===== src/rtl/serial_bit_feeder.sv =====
`default_nettype none
// ============================================================================
// Module   : serial_bit_feeder
// Brief    : Serialises handshaked parallel words onto a one-bit stream,
//            MSB/LSB first, with optional idle gap between words.
// Revision : 1.0 - initial release
// ============================================================================
module serial_bit_feeder #(
    parameter int   W          = 8,
    parameter bit   LSB_FIRST  = 1'b0,
    parameter int   GAP_CYCLES = 0,
    parameter logic IDLE_LEVEL = 1'b0
) (
    input  logic         clk,
    input  logic         reset,
    input  logic [W-1:0] data_in,
    input  logic         load_valid,
    output logic         load_ready,
    output logic         sout,
    output logic         bit_valid,
    output logic         word_done,
    output logic         busy
);

    localparam int              c_CW       = $clog2(W);
    localparam logic [c_CW-1:0] c_LAST     = c_CW'(W - 1);
    localparam logic [c_CW-1:0] c_PENULT   = c_CW'(W - 2);
    localparam logic [7:0]      c_GAP_LOAD = (GAP_CYCLES > 0) ? 8'(GAP_CYCLES - 1) : 8'd0;
    localparam bit              c_NO_GAP   = (GAP_CYCLES == 0);

    typedef enum logic [1:0] {
        S_IDLE  = 2'd0,
        S_SHIFT = 2'd1,
        S_GAP   = 2'd2
    } state_t;

    state_t          r_state;
    logic [c_CW-1:0] r_bit_cnt;
    logic [7:0]      r_gap_cnt;
    logic [W-1:0]    r_shreg;
    logic            r_sout;
    logic            r_bit_valid;
    logic            r_word_done;
    logic            r_busy;

    logic            w_last;
    logic            w_xfer;
    logic            w_first_bit;
    logic            w_next_bit;
    logic [W-1:0]    w_load_rest;
    logic [W-1:0]    w_shift_rest;

    assign w_last     = (r_state == S_SHIFT) && (r_bit_cnt == c_LAST);
    assign load_ready = reset && ((r_state == S_IDLE) || (w_last && c_NO_GAP));
    assign w_xfer     = load_valid && load_ready;

    // The shift register holds only the bits not yet driven on sout.
    assign w_first_bit  = LSB_FIRST ? data_in[0]   : data_in[W-1];
    assign w_load_rest  = LSB_FIRST ? (data_in >> 1) : (data_in << 1);
    assign w_next_bit   = LSB_FIRST ? r_shreg[0]   : r_shreg[W-1];
    assign w_shift_rest = LSB_FIRST ? (r_shreg >> 1) : (r_shreg << 1);

    always_ff @(posedge clk) begin
        if (!reset) begin
            r_state     <= S_IDLE;
            r_bit_cnt   <= '0;
            r_gap_cnt   <= '0;
            r_shreg     <= '0;
            r_sout      <= IDLE_LEVEL;
            r_bit_valid <= 1'b0;
            r_word_done <= 1'b0;
            r_busy      <= 1'b0;
        end else if (w_xfer) begin
            r_state     <= S_SHIFT;
            r_bit_cnt   <= '0;
            r_shreg     <= w_load_rest;
            r_sout      <= w_first_bit;
            r_bit_valid <= 1'b1;
            r_word_done <= 1'b0;
            r_busy      <= 1'b1;
        end else begin
            case (r_state)
                S_SHIFT: begin
                    if (!w_last) begin
                        r_bit_cnt   <= r_bit_cnt + 1'b1;
                        r_shreg     <= w_shift_rest;
                        r_sout      <= w_next_bit;
                        r_word_done <= (r_bit_cnt == c_PENULT);
                    end else if (!c_NO_GAP) begin
                        r_state     <= S_GAP;
                        r_gap_cnt   <= c_GAP_LOAD;
                        r_bit_cnt   <= '0;
                        r_sout      <= IDLE_LEVEL;
                        r_bit_valid <= 1'b0;
                        r_word_done <= 1'b0;
                    end else begin
                        r_state     <= S_IDLE;
                        r_bit_cnt   <= '0;
                        r_sout      <= IDLE_LEVEL;
                        r_bit_valid <= 1'b0;
                        r_word_done <= 1'b0;
                        r_busy      <= 1'b0;
                    end
                end
                S_GAP: begin
                    if (r_gap_cnt == 8'd0) begin
                        r_state <= S_IDLE;
                        r_busy  <= 1'b0;
                    end else begin
                        r_gap_cnt <= r_gap_cnt - 1'b1;
                    end
                end
                S_IDLE: begin
                    r_sout      <= IDLE_LEVEL;
                    r_bit_valid <= 1'b0;
                    r_word_done <= 1'b0;
                    r_busy      <= 1'b0;
                end
                default: begin
                    r_state     <= S_IDLE;
                    r_bit_cnt   <= '0;
                    r_gap_cnt   <= '0;
                    r_sout      <= IDLE_LEVEL;
                    r_bit_valid <= 1'b0;
                    r_word_done <= 1'b0;
                    r_busy      <= 1'b0;
                end
            endcase
        end
    end

    assign sout      = r_sout;
    assign bit_valid = r_bit_valid;
    assign word_done = r_word_done;
    assign busy      = r_busy;

endmodule
`default_nettype wire


===== config.mk =====
export PLATFORM = sky130hd
export DESIGN_NAME = serial_bit_feeder
export DESIGN_NICKNAME = d
export VERILOG_FILES = /design/src/rtl/serial_bit_feeder.sv
export SDC_FILE = /design/constraint.sdc
export NUM_CORES = 1
export LEC_CHECK = 0
export BUFFER_PORTS_ARGS = -buffer_cell sky130_fd_sc_hd__buf_2
export CORE_UTILIZATION = 36
export CTS_CLUSTER_SIZE = 40
export DETAILED_ROUTE_END_ITERATION = 10
export PLACE_DENSITY = 0.66
export SLEW_MARGIN = 20
export SYNTH_ARGS = -nofsm -noshare
export SYNTH_HDL_FRONTEND = slang
export SYNTH_SLANG_ARGS = --single-unit

===== constraint.sdc =====
create_clock -name clk -period 2 [get_ports clk]
set_clock_uncertainty 0.1 [all_clocks]
set_input_delay 0.4 -clock clk [delete_from_list [all_inputs] [get_ports clk]]
set_output_delay 0.4 -clock clk [all_outputs]
set_load 0.1 [all_outputs]

; ---- Word level (Yosys, flattened, before mapping)
; Cells that the tools add are included.
[totals]
output_inout_bits = 5
in_bits = 11
word_cells = 65
ff_bits = 24
[op_classes]
n_bitwise = 4
mux = 22
n_eq_ne = 12
n_addsub = 2
n_reduce_logical = 16
[op_table]
columns = cell, count
row1 = $mux 8, 4
row2 = $pmux 8 s2, 1
row3 = $ne 2x2->1 const B, 5
row4 = $reduce_and 3->1, 3
row5 = $logic_not 8->1, 1
row6 = $mux 1, 8
row7 = $pmux 1 s2, 4
row8 = $sub 8x1->8 const B, 1
row9 = $eq 3x3->1 const B, 2
row10 = $ne 3x3->1 const B, 2
row11 = $pmux 2 s3, 1
row12 = $pmux 3 s2, 1
row13 = $reduce_and 2->1, 3
row14 = $reduce_or 2->1, 3
row15 = $mux 2, 2
row16 = $not 1->1, 4
row17 = $add 3x1->3 const B, 1
row18 = $logic_and 1x1->1, 3
row19 = $mux 3, 1
row20 = $eq 2x1->1 const B, 1
row21 = $eq 2x2->1 const B, 1
row22 = $logic_not 2->1, 1
row23 = $ne 2x1->1 const B, 1
row24 = $reduce_bool 2->1, 1
row25 = $logic_or 1x1->1, 1

; ---- Depth between registers and ports, before layout
[depth]
ltp_word = 7
depth_mapped = 7
mapped_depth_nobuf = 5

; ---- Worst setup path before layout
; OpenSTA, ideal clock, no wires.
[synth_path]
path_type = register to output
startpoint = register, netlist name bit_valid
endpoint = output port busy
path_buffers = 1
arrival_ps = 1373
slack_ps = 127
stages_incl_launch_ff = 2
t_required_ps = 1500
path_cell_list = dfxtp_1 > buf_4
[synth_rtl]
columns = item, line
row1 = end: declaration, 22  ; output logic busy

; ---- Worst setup path after layout
[layout_path]
startpoint = register r_bit_cnt[1]
endpoint = output port load_ready
[layout_between]
elab_chain_cells = 4
[layout_rtl]
columns = item, line
row1 = start: declaration, 38  ; logic [c_CW-1:0] r_bit_cnt;
row2 = start signal: assignment, 85  ; r_bit_cnt <= r_bit_cnt + 1'b1;
row3 = $eq 3x3->1, 53  ; assign w_last = (r_state == S_SHIFT) && (r_bit_cnt == c_LAST);
row4 = $logic_and 1x1->1, 53
row5 = $logic_or 1x1->1, 54  ; assign load_ready = reset && ((r_state == S_IDLE) || (w_last && c_NO_GAP));
row6 = $logic_and 1x1->1, 54
row7 = end: declaration, 18  ; output logic load_ready,
; Every way passes these cells.

==> flow_summary.ini <==
[clocking]
cts-hold-fix-buffers = 0
cts-root-buf = clkbuf_4
h-tree-depth = 1
cts_made_buffers = 3
clkTransAtPathRegs_ns = 0.09
clock_latency_ns = 0.27
clockBufferDepth = 2
cts_tree = done
cts_sinks = 14

[routing]
avgRoutedWirePerCell_um = 10.6
drt-pass1-iter-count = 2
drt-initial-drc-count = 7
wirelength_um = 1160
vias = 507
drc = 0
postRouteAntennaNets = 0
vias_per_cell = 4.65

[worst_setup_path]
crit_chain = ha_2, ha_2, nand2b_4, and2_4, buf_12
critPathKind = register to output pin
r2r_cells = 6
cp_common_cell = ha_2
slowest_delay_ns = 0.35
cp-end-kind = output pin
critPathLaunchType = register
cp-endpoint = load_ready
startpoint = r_bit_cnt[1]
slowest_stage = dfxtp_2
cp.required_ns = 1.50
regToRegStartpoint = r_bit_cnt[1]
reg2reg_slack_ns = 0.49
timing.rr.end = r_bit_cnt[1]
crit_arrival_ns = 1.43
crit_fanout = 4

[yosys]
ys_ff_latch = 14
synth.area.top_cells = dfxtp_1 (43%), mux2i_1 (11%), ha_1 (5.7%)
synth_fp_nets = 80
syn_inst = 66
yosysTopAreaCellShare_pct = 42.8
synthesis.area_um2 = 654
ys_warn_count = 0
synthesis.area_per_instance_um2 = 9.91
synth_top_cell_by_area = dfxtp_1
ys_types = 23
ys_seq_area_share_pct = 42.8

[sta]
setup_violations = 0
final_max_slew_viol_count = 0
tns_ns = 0
fin_crit_ns = 1.93
hold_viol = 0
max_freq_ghz = 0.518
grt_setup_unrepaired = no
worstMarginPinSlew_ns = 0.484
worst_slew_margin_rel_pct = 68.0
fin_crit_sh_pct = 96.6

[placement]
dp.cells = 103
gp_congestion = 0.688
port_buffers = 15
dp_hpwl_um = 813
placed_cell_area_um2 = 748

[power_and_ir_drop]
vdd_ir_drop_max_mv = 0.338
p_leak_nw = 0.357
power_density_nw_per_um2 = 772

[layout]
fin_util_pct = 47.7
design_area_um2 = 815
mostFrequentLayoutCell = buf_2
insertedDiodeCount = 0
layout_common_cells = buf_2 (14), dfxtp_1 (12), mux2i_1 (7), a21oi_1 (7)
instances_no_fill = 109
syn_to_final_growth_pct = 24.5
fin_nets = 99
drive_above_1_share_pct = 40.5

[floorplanning]
io_pins = 16
die_x_um = 44.6
dieArea_um2 = 1990
die_h_um = 44.6
start_util_pct = 38.3
core.rowCount = 15
core-area_um2 = 1710

[global_routing]
antenna_found_initial = 0
grt.overflow.total = 0
first_global_vias = 393
grt_max_degree = 17
track_usage_pct = 12.0
grt_first_pass_wirelength_um = 1700

[outcome]
status = finished, final reports clean

[run]
cap_viol_max_count = 0

[hold_path]
min_path_type = input pin to register
[power by group]
group	switching, mW	internal [mW]
Clock	0.0893	0.111
Combinational	0.0748	0.0459
Sequential	0.0117	0.296
Total	0.176	0.453
[cell families (layout without fill, tap and decap cells)]
family          after synthesis  count (layout)  share of synthesized area (%)
compound gates               18              18                           17.8
fa+ha+maj                     3               3                           5.74
buf+inv                       8              26                           8.22
flops                        14              14                           42.8
mux                           7               7                           10.7
simple gates                 16              16                           14.7
[routing by layer]
metal	part of all wire (%)	track usage [%]	up-vias
met4	0	3.64	0
met1	49	14.9	230
li1	-	-	261
met5	0	0	-
met3	4.2	3.67	0
met2	47	20.0	16
[registers in the layout (all words and copies together), names as in the netlist]
| signal | count |
|---|---|
| r_state | 1 |
| r_bit_cnt | 3 |
| bit_valid | 1 |
| sout | 1 |
| r_shreg | 7 |
| word_done | 1 |
[synthesized netlist by cell type, drive strengths merged]
master  number
nand2        4
o21a         1
ha           3
nor2         2
dfxtp       14
nand2b       1
and2b        1
buf          5
a21oi        7
o21ai        6
mux2i        7
nor2b        2
and2         3
nand3        2
a21boi       2
nor3b        1
inv          3
o32ai        2
[critical path: cells and delay by family (launching register included)]
| family | cells | cell delay [ns] |
|---|---|---|
| flops | 1 | 0.35 |
| buf+inv | 1 | 0.17 |
| fa+ha+maj | 2 | 0.35 |
| simple gates | 2 | 0.29 |
[worst min path at each step]
| stage | start | to | slack (ns) | cells after the start |
|---|---|---|---|---|
| global route | data_in[7] | sout | 0.30 | 3 |
| CTS | data_in[7] | sout | 0.29 | 3 |
| floorplan | r_bit_cnt[2] | word_done | 0.34 | 2 |
| global placement | r_shreg[7] | sout | 0.35 | 2 |
| finish | data_in[7] | sout | 0.29 | 3 |
| detailed placement | r_shreg[7] | sout | 0.36 | 2 |
[what timing repair did]
item / CTS / global route
pin swaps: 0 / 1
setup buffers: 0 / 2
resized for setup: 3 / 2
setup endpoints to repair: 1 / 1
[cell type report]
cell class	count	area, µm²
fillers	170	893
multi-input cells	44	333
flip-flops and latches	14	283
repair buffers	19	120
clock buffers	4	36.3
well taps	25	31.3
inverters	3	11.3
[metrics by stage]
stage	total power, mW	hold WS [ns]	setup slack [ns]
after floorplan	0.406	0.339	0.127
after detailed placement	0.432	0.360	0.265
after global placement	0.428	0.345	0.291
after CTS	0.636	0.287	0.0194
final	0.629	0.295	0.0688
after global routing	0.664	0.299	0.00118
(Power assumes the default switching activity.)
